==> config.mk <==
export PLATFORM = sky130hd
export DESIGN_NAME = piso_serializer
export DESIGN_NICKNAME = d
export VERILOG_FILES = /design/src/rtl/piso_serializer.sv
export SDC_FILE = /design/constraint.sdc
export NUM_CORES = 1
export LEC_CHECK = 0
export ABC_CLOCK_PERIOD_IN_PS = 2100
export BUFFER_PORTS_ARGS = -buffer_cell sky130_fd_sc_hd__buf_4
export CORE_AREA = 4 4 41 43
export CTS_BUF_LIST = sky130_fd_sc_hd__clkbuf_8
export CTS_CLUSTER_DIAMETER = 200
export DETAILED_ROUTE_END_ITERATION = 8
export DIE_AREA = 0 0 45 47
export RECOVER_POWER = 25
export SYNTH_ARGS = -nofsm -noshare
export SYNTH_HDL_FRONTEND = slang
export SYNTH_SLANG_ARGS = --single-unit
==> constraint.sdc <==
create_clock -name clk -period 2.1 [get_ports clk]
set_input_delay 0.105 -clock clk [delete_from_list [all_inputs] [get_ports clk]]
set_output_delay 0.105 -clock clk [all_outputs]
set_load 0.05 [all_outputs]
==> src/rtl/piso_serializer.sv <==
// rtl/piso_serializer.sv - parallel-in serial-out transmitter with valid/ready intake
// Loads a WIDTH-bit word and emits one bit per clk; the next word may load on the last bit.
module piso_serializer #(
    parameter int WIDTH     = 4,
    parameter bit MSB_FIRST = 1'b1
) (
    input  logic             clk,
    input  logic             rst,
    input  logic [WIDTH-1:0] data_in,
    input  logic             data_in_valid,
    output logic             data_in_ready,
    output logic             serial_out,
    output logic             serial_valid,
    output logic             serial_last
);

    localparam int CW = (WIDTH > 1) ? $clog2(WIDTH) : 1;
    localparam logic [CW-1:0] LAST = CW'(WIDTH - 1);

    typedef enum logic {
        IDLE  = 1'b0,
        SHIFT = 1'b1
    } state_t;

    state_t           state_q, state_d;
    logic [WIDTH-1:0] shift_reg_q, shift_reg_d;
    logic [CW-1:0]    count_q, count_d;
    logic             serial_out_q, serial_out_d;
    logic             serial_valid_q, serial_valid_d;

    logic at_last;
    logic accept;

    assign at_last       = (state_q == SHIFT) && (count_q == LAST);
    assign data_in_ready = (state_q == IDLE) || at_last;
    assign accept        = data_in_valid && data_in_ready;

    assign serial_out    = serial_out_q;
    assign serial_valid  = serial_valid_q;
    assign serial_last   = serial_valid_q && (count_q == LAST);

    always_comb begin
        state_d        = state_q;
        shift_reg_d    = shift_reg_q;
        count_d        = count_q;
        serial_out_d   = serial_out_q;
        serial_valid_d = serial_valid_q;

        if (accept) begin
            // Loading on the last bit keeps serial_valid high for gapless streaming.
            state_d        = SHIFT;
            shift_reg_d    = data_in;
            count_d        = '0;
            serial_valid_d = 1'b1;
            serial_out_d   = MSB_FIRST ? data_in[WIDTH-1] : data_in[0];
        end else if (state_q == SHIFT && !at_last) begin
            count_d = count_q + CW'(1);
            if (MSB_FIRST) begin
                shift_reg_d  = shift_reg_q << 1;
                serial_out_d = shift_reg_q[WIDTH-2];
            end else begin
                shift_reg_d  = shift_reg_q >> 1;
                serial_out_d = shift_reg_q[1];
            end
        end else begin
            state_d        = IDLE;
            count_d        = '0;
            serial_out_d   = 1'b0;
            serial_valid_d = 1'b0;
        end
    end

    always_ff @(posedge clk or posedge rst) begin
        if (rst) begin
            state_q        <= IDLE;
            shift_reg_q    <= '0;
            count_q        <= '0;
            serial_out_q   <= 1'b0;
            serial_valid_q <= 1'b0;
        end else begin
            state_q        <= state_d;
            shift_reg_q    <= shift_reg_d;
            count_q        <= count_d;
            serial_out_q   <= serial_out_d;
            serial_valid_q <= serial_valid_d;
        end
    end

endmodule

# Word level (Yosys, flattened, before mapping)
# Cells that the tools add are included.
dict set report word_totals {
  in_bits 7
  reg_bits 7
  output_inout_bits 4
}
dict set report classes {
  eq_ne 2
  addsub 1
  muxes 8
  n_reduce_logical 6
  bitwise 1
}
# cell n
set ops {}
lappend ops {{3-bit 2-to-1 mux} 2}
lappend ops {{1-bit 2-to-1 mux} 4}
lappend ops {{2-bit 2-to-1 mux} 2}
lappend ops {{1-bit logical AND} 3}
lappend ops {{2-bit by 1-bit adder with 2-bit output (second input constant)} 1}
lappend ops {{2-bit == test (second input constant)} 1}
lappend ops {{2-bit inequality test (second input constant)} 1}
lappend ops {{2-bit nonzero test} 1}
lappend ops {{1-bit logical NOT} 1}
lappend ops {{1-bit logical OR} 1}
lappend ops {{1-bit inverter} 1}

# Depth between registers and ports, before layout
# Gate-level depths: netlist of run 1.
dict set report logic_depth {
  depth_word 6
  mapped_depth 4
  ltp_nobuf 4
}

# Worst setup path before layout of run 1
# Ideal clock, no wire load.
dict set report synth_path {
  kind {register to register}
  start {register serial_valid (netlist name)}
  end {register shift_reg_q[1]}
  path_slack_ns 0.607
  setup_time_ns 0.125
  t_arrival_ns 1.368
  path_stages_with_launch 4
  path_cell_list {dfrtp_1 -> nor2b_4 -> inv_2 -> mux2_2}
}
# element line
set synth_lines {}
lappend synth_lines {{to (signal assigned)} 82} ;# shift_reg_q <= shift_reg_d;
lappend synth_lines {{to (decl)} 26} ;# logic [WIDTH-1:0] shift_reg_q, shift_reg_d;

# Worst setup path after layout of run 1
dict set report layout_path {
  start {register count_q[0]}
  end {output port data_in_ready}
}
dict set report layout_between {
  elab_chain_cells 3
}
# element line
set layout_lines {}
lappend layout_lines {{from (decl)} 27} ;# logic [CW-1:0] count_q, count_d;
lappend layout_lines {{from (signal assigned)} 83} ;# count_q <= count_d;
lappend layout_lines {{2-bit == test} 34} ;# assign at_last = (state_q == SHIFT) && (count_q == LAST);
lappend layout_lines {{1-bit logical AND} -}
lappend layout_lines {{1-bit logical OR} 35} ;# assign data_in_ready = (state_q == IDLE) || at_last;
lappend layout_lines {{to (decl)} 11} ;# output logic data_in_ready,
# Every way passes these cells.

==> impl_metrics.csv, run 1 <==
group,metric,value,unit
routing,drt_first_pass_iters,2,
cts,cts_made_buffers,3,
routing,via_per_inst,4.00,
cts,clockRootBuffer,"clkbuf_8",
pwr,p_per_area,1580,nW/um^2
cells_and_area,instances_no_fill,54,
synthesis,synth-main-ff-cell,"dfrtp_1",
routing,postRouteAntennaNets,0,
cells_and_area,utilization,0.352,
worst_setup_path,startpoint_type,"register",
cts,clock_path_buffers,2,
worst_setup_path,cp_slowest_cell,"dfrtp_1",
cts,cts_tree,"built",
synthesis,yosys.area_share.adder,0.0405,
worst_setup_path,critPathMaxStageDelay,0.37,ns
worst_setup_path,critPathKind,"reg -> out",
routing,wl,583,um
sta,max_freq,724,MHz
floorplanning,io_pins,11,
cells_and_area,drive_gt1_frac,0.462,
cells_and_area,area.growth.synth_to_final,48.2,%
grt,grt_antenna_before_repair,0,
run_status,status,"finished, final reports clean",
synthesis,synth_area_leaders,"dfrtp_1 (57%), mux2_1 (7.3%), mux2_2 (7.3%), nor2b_4 (4.5%), and2_1 (4.0%)",
synthesis,synth.most_common_cell,"dfrtp_1",
synthesis,yosysWarnings,0,
placed_design,place_ws,0.856,ns
synthesis,synthXorXnorAreaFrac,0,
synthesis,ys_ff_latch,7,
floorplanning,start_util,0.237,
routing,drtIter0Drc,3,
sta,finClkSkew,0.00371,ns
cells_and_area,finalNetCount,48,
cts,clock-sinks,7,
worst_hold_path,hp-class,"in -> reg",
floorplanning,die_area,2120,sq um
placed_design,port_buffers,10,
cells_and_area,diodes,0,
synthesis,synth_cells,24,
synthesis,synth_top_cells_by_count,"dfrtp_1 (7), and2_1 (2), mux2_1 (2), mux2_2 (2), nor2_1 (2)",
synthesis,async_flop_share,1.00,
pwr,p_leak,0.240,nW
cts,post-cts-setup-buffer-count,0,
sta,rsz0062_at_grt,"false",
routing,wl_per_cell,10.8,um
synthesis,netlist_area,309,sq um
grt,grt-ovfl-total,0,
placed_design,place_congestion,0.701,
sta,finalSetupTns,0,ns
grt,grt_first_pass_wirelength,1.00,mm
grt,grt_max_degree,8,
run,maxCapViolations,0,
sta,slew_headroom,0.822,
grt,grt.total_usage,0.0756,
sta,setup_viol,0,
synthesis,synth_enable_flop_cells,0,
sta,period_needed,1.38,ns
synthesis,syn_nets,32,
floorplanning,row_count,13,
sta,layout_setup_ws,0.719,ns
cts,htreeDepth,1,
sta,fin_crit_sh,0.657,
sta,tightest_slew,0.266,ns
worst_setup_path,crit_buf_inv,2,
cts,clk_latency,0.23,ns
pwr,ir_drop,0.640,mV
cells_and_area,fillers,142,
synthesis,synthSimpleGateAreaFrac,0.174,
worst_setup_path,end_kind,"output pin",
worst_setup_path,path_max_fanout,5,
worst_setup_path,cp.required,2.00,ns
routing,vias,216,
synthesis,seq_area_frac_synth,0.567,
floorplanning,coreArea,1300,sq um
synthesis,synthMuxAreaShare,0.178,
worst_setup_path,cp_cell_sequence,"ha_1, nor2b_4, inv_2, buf_4",
synthesis,yosysTopAreaCell,"dfrtp_1",
placed_design,dp_hpwl,442,um
synthesis,syn_area_per_cell,12.9,sq um
synthesis,synth_top_area_share,0.567,
routing,drc_errors,0,
sta,hold_viol_final,0,
worst_setup_path,cp.arrival,1.28,ns
sta,maxSlewViolCount,0,
cts,path_clk_slew,0.04,ns
synthesis,synth_cell_types,14,
synthesis,synth-compound-area-share,0.0162,
worst_setup_path,cp_top_family,"flip-flops",
pwr,p_total,0.724,mW
placed_design,placedCellCount,49,
floorplanning,die_h,47,um
synthesis,synth_top_family_by_area,"multiplexers",
floorplanning,die_x,45,um
grt,first_global_vias,214,
report_power, final:
| group | switching [mW] | total (mW) | internal (mW) |
|---|---|---|---|
| registers | 0.0245 | 0.213 | 0.189 |
| clock network | 0.0603 | 0.187 | 0.127 |
| logic | 0.199 | 0.324 | 0.125 |
path summary, 6_finish.rpt:
kind,from,endpoint,slack (ns),depth (start not counted)
worst max-delay path,count_q[0],data_in_ready,0.72,4
worst min-delay path,data_in[0],shift_reg_q[0],0.13,3
worst max register to register,count_q[0],shift_reg_q[1],0.86,4
worst min register to register,count_q[0],count_q[0],0.43,1
max in group asynchronous,rst,shift_reg_q[0],1.52,3
min in group asynchronous,rst,serial_valid,0.36,3
layout by cell type (no fill, tap or decap):
cell type and instances:
nand3b_1 1, o21ai_0 1, nand2b_2 1, inv_1 2, buf_4 9, dlygate4sd3_1 1, and2_1 2, nor2b_4 1
nand2_1 1, mux2i_1 1, dfrtp_1 7, inv_2 1, clkbuf_4 1, clkbuf_8 3, mux2_1 2, mux2_2 2
nor2_1 2, ha_1 1
worst min-delay path, cell delays in order:
cell     delay, ns
buf_4         0.08
mux2i_1       0.05
nor2_1        0.08
registers in the layout, indices dropped and copies added (netlist names):
| signal | count |
|---|---|
| serial_out | 1 |
| count_q | 2 |
| serial_valid | 1 |
| shift_reg_q | 3 |
cell families after synthesis:
kind of cell    count (synthesis)
compound gates                  1
fa+ha+maj                       1
buf+inv                         2
flops                           7
mux                             5
simple gates                    8
stage by stage:
stage	cell area, sq um	hold slack [ns]
after floorplan	309	-0.0916
after global placement	403	0.0634
after detailed placement	403	0.0614
after CTS	458	0.124
after global routing	458	0.133
final	458	0.126
metal layers:
layer	global-route usage	up-vias	wire length, um
li1	-	107	-
met1	0.0928	91	290
met2	0.0791	14	199
met3	0.0690	4	77
met4	0.0526	0	15
met5	0	-	0
timing repair:
item	4_1_cts	5_1_grt
hold buffers	1	0
endpoints found under the hold margin	7	0
resized for setup	0	0
endpoints found under the setup margin	0	0
area by class of cell:
| cell class | instances | area [sq um] | area share |
|---|---|---|---|
| Clock buffer | 3 | 41.3 | 0.0902 |
| Tap cell | 15 | 18.8 | 0.0410 |
| Timing Repair Buffer | 11 | 85.1 | 0.186 |
| Sequential cell | 7 | 175 | 0.383 |
| Inverter | 2 | 7.51 | 0.0164 |
| Clock inverter | 1 | 3.75 | 0.00820 |
| Multi-Input combinational cell | 15 | 126 | 0.276 |
Power figures use the tool's default switching activity.
==> run 2: changes to the inputs <==
--- a/config.mk
+++ b/config.mk
@@ -5,7 +5,7 @@
 export SDC_FILE = /design/constraint.sdc
 export NUM_CORES = 1
 export LEC_CHECK = 0
-export ABC_CLOCK_PERIOD_IN_PS = 2100
+export ABC_CLOCK_PERIOD_IN_PS = 1150
 export BUFFER_PORTS_ARGS = -buffer_cell sky130_fd_sc_hd__buf_4
 export CORE_AREA = 4 4 41 43
 export CTS_BUF_LIST = sky130_fd_sc_hd__clkbuf_8
==> constraint.sdc (replaced) <==
create_clock -name clk -period 1.15 [get_ports clk]
set_input_delay 0.0575 -clock clk [delete_from_list [all_inputs] [get_ports clk]]
set_output_delay 0.0575 -clock clk [all_outputs]
set_load 0.05 [all_outputs]
==> run 2 against run 1 <==
Net effect:
- register-to-register slack lost 0.88 ns
- worst setup slack lost 0.81 ns
- power increased by 120%
- die area unchanged
- worst hold slack got worse by 0.033 ns
- clock power rose by 74%
- final area up 17%
- largest power group unchanged
- first-iteration DRC count is the same
- global-route usage increased by 1.0 points
- core utilization grew 6.0 points
- clock skew shrank 0.0019 ns
- the run now ends with negative setup slack left
- routed wire length is 11% higher
==> impl_metrics.csv, run 2 (same netlist as run 1, synthesis figures left out) <==
group,metric,value,unit
placed_design,placedCellCount,52,
cts,clock_path_buffers,2,
cells_and_area,reg_top3,"shift_reg_q (3), count_q (2)",
placed_design,place_congestion,0.685,
cells_and_area,top_register,"shift_reg_q",
floorplanning,start_util,0.237,
cts,htreeDepth,1,
sta,maxSlewViolCount,0,
routing,wl,645,um
cells_and_area,finalNetCount,53,
worst_setup_path,cp.required,1.09,ns
grt,grt_antenna_before_repair,0,
cts,clk_latency,0.22,ns
floorplanning,row_count,13,
cells_and_area,drive_gt1_frac,0.591,
routing,drt_first_pass_iters,2,
pwr,p_per_area,2990,nW/um^2
worst_setup_path,path_max_fanout,2,
cts,cts_tree,"built",
routing,vias,232,
grt,grt_first_pass_wirelength,1.20,mm
grt,grt.total_usage,0.0860,
routing,wl_per_cell,10.9,um
worst_setup_path,end_kind,"output pin",
worst_setup_path,startpoint_type,"register",
worst_setup_path,critPathKind,"reg -> out",
floorplanning,die_area,2120,sq um
routing,postRouteAntennaNets,0,
sta,fin_crit_sh,1.08,
worst_setup_path,critPathMaxStageDelay,0.40,ns
cells_and_area,final_cell_mix,"buf_4 (11), dfrtp_1 (6), clkbuf_8 (3)",
grt,grt-ovfl-total,0,
routing,drtIter0Drc,3,
floorplanning,die_x,45,um
sta,finalSetupTns,-0.192,ns
floorplanning,io_pins,11,
pwr,ir_drop,1.79,mV
grt,grt_max_degree,8,
cts,path_clk_slew,0.04,ns
cells_and_area,layout_commonest_cell,"buf_4",
run_status,failed_checks,"negative setup slack",
cts,clockRootBuffer,"clkbuf_8",
worst_setup_path,cp_slowest_cell,"dfrtp_1",
pwr,p_leak,0.269,nW
run_status,status,"complete, but fails checks",
sta,max_freq,809,MHz
floorplanning,coreArea,1300,sq um
worst_setup_path,cp_cell_sequence,"ha_4, buf_6, and2_4, buf_8",
sta,finClkSkew,0.00178,ns
sta,timing.hold.ws,0.0922,ns
cells_and_area,postLayoutCellArea,536,sq um
floorplanning,die_h,47,um
run,maxCapViolations,0,
placed_design,port_buffers,10,
cells_and_area,instances_no_fill,59,
sta,period_needed,1.24,ns
cells_and_area,diodes,0,
pwr,p_total,1.60,mW
sta,layout_setup_ws,-0.0867,ns
routing,via_per_inst,3.93,
grt,first_global_vias,274,
worst_setup_path,crit_buf_inv,2,
placed_design,dpl-instance-area,432,sq um
cts,cts_made_buffers,3,
sta,setup_viol,4,
worst_hold_path,hp-class,"in -> reg",
placed_design,place_ws,-0.0576,ns
routing,drc_errors,0,
sta,hold_viol_final,0,
sta,tightest_slew,0.267,ns
cells_and_area,largest_register_ffs,3,
cts,clock-sinks,7,
cells_and_area,area.growth.synth_to_final,73.3,%
sta,slew_headroom,0.822,
sta,rsz0062_at_grt,"true",
placed_design,dp_hpwl,457,um
worst_setup_path,cp_top_family,"flip-flops",
cells_and_area,utilization,0.412,
worst_setup_path,cp.arrival,1.18,ns
==> run 2: cell types whose count changed in the layout (fill, tap and decap cells not counted) <==
cell and change:
and2_4 +1, buf_4 +2, and2_1 -1, ha_4 +1
ha_1 -1, inv_2 -1, buf_8 +2, inv_6 +1
dfrtp_1 -1, buf_6 +1, dfrtp_2 +1
==> run 2: path summary, 6_finish.rpt <==
check	cells after the start	start	to	slack [ns]
setup reg to reg	4	count_q[0]	shift_reg_q[1]	-0.02
min in group asynchronous	3	rst	shift_reg_q[2]	0.32
hold / removal	3	data_in[0]	shift_reg_q[0]	0.09
setup / recovery	4	count_q[0]	serial_last	-0.09
max in group asynchronous	3	rst	serial_valid	0.60
hold reg to reg	1	shift_reg_q[1]	shift_reg_q[2]	0.50
==> run 2: power by group <==
group	internal (mW)	leakage (nW)	total (mW)	switching (mW)
Clock	0.230	0.0269	0.326	0.0967
Sequential	0.348	0.0868	0.410	0.0620
Combinational	0.432	0.156	0.862	0.430
Total	1.01	0.269	1.60	0.589
==> run 2: per-layer routing <==
layer,routed length [um],vias to the layer above,GRT usage
met1,249,105,0.0837
met2,324,8,0.130
li1,-,117,-
met4,10,0,0.0526
met5,0,-,0
met3,60,2,0.0651
==> run 2: worst min-delay path, stage by stage <==
cell     delay (ns)
buf_4          0.08
mux2i_1        0.05
nor2_1         0.08
==> run 2: what timing repair did <==
| item | CTS | global route |
|---|---|---|
| gates resized for setup | 8 | 0 |
| endpoints found under the setup margin | 4 | 4 |
| hold buffers | 1 | 0 |
| pin swaps | 2 | 0 |
| cloned | 0 | 0 |
| buffers inserted | 2 | 0 |
| endpoints found under the hold margin | 7 | 0 |
==> run 2: final cells by class <==
| cell class | instances | area (sq um) |
|---|---|---|
| clock buffer | 3 | 41.3 |
| clock inverter | 1 | 3.75 |
| fill | 138 | 766 |
| inverter | 2 | 12.5 |
| multi-input combinational | 15 | 141 |
| sequential | 7 | 176 |
| tap | 15 | 18.8 |
| timing repair buffer | 16 | 141 |
==> run 3: changes to the inputs <==
--- a/config.mk
+++ b/config.mk
@@ -7,12 +7,13 @@
 export LEC_CHECK = 0
 export ABC_CLOCK_PERIOD_IN_PS = 1150
 export BUFFER_PORTS_ARGS = -buffer_cell sky130_fd_sc_hd__buf_4
-export CORE_AREA = 4 4 41 43
+export CORE_AREA = 2 2 39 41
 export CTS_BUF_LIST = sky130_fd_sc_hd__clkbuf_8
 export CTS_CLUSTER_DIAMETER = 200
 export DETAILED_ROUTE_END_ITERATION = 8
-export DIE_AREA = 0 0 45 47
+export DIE_AREA = 0 0 41 43
 export RECOVER_POWER = 25
 export SYNTH_ARGS = -nofsm -noshare
 export SYNTH_HDL_FRONTEND = slang
 export SYNTH_SLANG_ARGS = --single-unit
+export TNS_END_PERCENT = 50
==> run 3 against run 2 <==
Net effect:
- clock-buffer cell count unchanged
- critical path type unchanged
- the flow still finishes with violations (negative setup slack)
- final area down 3.7%
- register-to-register slack about the same
- clock skew up 0.0019 ns
- combinational power down 9.5%
- sequential power about the same
- sequential share of layout area up 1.3 points
==> impl_metrics.csv, run 3 (same netlist as run 1, synthesis figures left out) <==
group,metric,value,unit
sta,slew_headroom,0.817,
cts,clock-sinks,7,
cells_and_area,reg_top3,"shift_reg_q (3), count_q (2)",
cells_and_area,final_cell_mix,"buf_4 (11), dfrtp_1 (6), clkbuf_8 (3)",
routing,drtIter0Drc,3,
grt,first_global_vias,244,
cells_and_area,drive_gt1_frac,0.558,
worst_setup_path,cp_slowest_cell,"dfrtp_1",
worst_hold_path,hp-class,"in -> reg",
worst_hold_path,min_path_cells,3,
sta,rsz0062_at_grt,"true",
grt,grt_max_degree,8,
floorplanning,io_pins,11,
placed_design,place_ws,-0.0757,ns
floorplanning,die_x,41,um
worst_setup_path,cp.arrival,1.17,ns
routing,via_per_inst,3.97,
cells_and_area,instances_no_fill,59,
cells_and_area,multi_input_area,139,sq um
worst_hold_path,worstHoldEndpoint,"shift_reg_q[0]",
placed_design,place_congestion,0.697,
worst_setup_path,reg2reg_depth,4,
cts,htreeDepth,1,
run_status,status,"complete, but fails checks",
routing,wl,610,um
cts,clockRootBuffer,"clkbuf_8",
cts,cts_tree,"built",
cells_and_area,top_register,"shift_reg_q",
worst_setup_path,crit_buf_inv,2,
cells_and_area,seq_area,176,sq um
grt,grt_first_pass_wirelength,1.04,mm
floorplanning,coreArea,1380,sq um
routing,drt_first_pass_iters,4,
worst_setup_path,cp_cell_sequence,"ha_4, nor2b_4, inv_6, buf_6",
cells_and_area,diodes,0,
sta,finClkSkew,0.00365,ns
placed_design,port_buffers,10,
grt,grt.total_usage,0.0952,
floorplanning,row_count,14,
cells_and_area,area.growth.synth_to_final,66.8,%
placed_design,dpl-instance-area,433,sq um
worst_setup_path,end_kind,"output pin",
run,maxCapViolations,0,
routing,wl_per_cell,10.3,um
pwr,ir_drop,1.24,mV
cts,path_clk_slew,0.04,ns
sta,maxSlewViolCount,0,
worst_setup_path,critPathKind,"reg -> out",
sta,period_needed,1.23,ns
worst_setup_path,cp_top_family,"flip-flops",
floorplanning,die_area,1760,sq um
routing,postRouteAntennaNets,0,
routing,drc_errors,0,
cts,cts_made_buffers,3,
placed_design,dp_hpwl,432,um
sta,layout_setup_ws,-0.0784,ns
cells_and_area,postLayoutCellArea,515,sq um
cts,clk_latency,0.23,ns
run_status,failed_checks,"negative setup slack",
worst_setup_path,rr_startpoint,"count_q[0]",
pwr,p_per_area,2950,nW/um^2
sta,fin_crit_sh,1.07,
worst_setup_path,rrSetupSlack,-0.03,ns
cells_and_area,layout_commonest_cell,"buf_4",
worst_setup_path,cp.required,1.09,ns
sta,max_freq,814,MHz
worst_setup_path,critPathMaxStageDelay,0.40,ns
routing,vias,234,
sta,setup_viol,4,
grt,grt-ovfl-total,0,
sta,tightest_slew,0.275,ns
placed_design,placedCellCount,53,
worst_setup_path,rr_endpoint,"shift_reg_q[2]",
sta,hold_viol_final,0,
floorplanning,die_h,43,um
floorplanning,start_util,0.223,
pwr,p_leak,0.259,nW
cells_and_area,finalNetCount,52,
cells_and_area,fillers,142,
sta,timing.hold.ws,0.0786,ns
worst_setup_path,startpoint_type,"register",
cells_and_area,largest_register_ffs,3,
cts,clock_path_buffers,2,
grt,grt_antenna_before_repair,0,
worst_setup_path,path_max_fanout,4,
worst_hold_path,hold_path.startpoint,"data_in[0]",
-- run 3: final cells by class --
class,instances,area share
Multi-Input combinational cell,15,0.269
Sequential cell,7,0.342
Clock inverter,1,0.00728
Tap cell,16,0.0388
Clock buffer,3,0.0801
Inverter,2,0.0243
Timing Repair Buffer,15,0.238
-- run 3: worst max-delay path by stage --
| stage | startpoint | to | slack (ns) | cells after the start |
|---|---|---|---|---|
| finish | count_q[0] | data_in_ready | -0.08 | 4 |
| floorplan | serial_valid | shift_reg_q[1] | -0.12 | 3 |
| detailed placement | count_q[0] | shift_reg_q[2] | -0.08 | 4 |
| global placement | count_q[0] | shift_reg_q[1] | -0.05 | 4 |
| CTS | count_q[0] | data_in_ready | -0.09 | 4 |
| global route | count_q[0] | data_in_ready | -0.13 | 4 |
-- run 3: report_power, final --
group	switching, mW	total [mW]	internal, mW
sequential	0.0599	0.407	0.348
combinational	0.409	0.780	0.371
clock	0.103	0.333	0.230
-- run 3: per-layer routing --
layer	up-vias	part of all wire	track usage
met5	-	0	0
met4	0	0	0.0400
met3	0	0.11	0.0785
met2	12	0.47	0.119
met1	106	0.42	0.116
li1	116	-	-
-- run 3: timing repair --
action	CTS	global route
hold buffers	1	0
setup buffers	1	0
gates resized for setup	4	0
cloned	0	0
pin swaps	1	0
setup endpoints to repair	5	4
hold endpoints to repair	7	0
-- run 3: tightest hold or removal path, delay by kind of cell --
| family | cells | cell delay (ns) |
|---|---|---|
| buf+inv | 1 | 0.08 |
| simple gates | 1 | 0.07 |
| mux | 1 | 0.05 |
-- run 3: per-stage QoR --
stage | power (mW) | util | setup TNS, ns
final | 1.52 | 0.373 | -0.162
after global routing | 1.63 | 0.373 | -0.356
after CTS | 1.54 | 0.373 | -0.187
after detailed placement | 1.10 | 0.313 | -0.147
after global placement | 1.10 | 0.313 | -0.101
after floorplan | 0.854 | - | -0.243
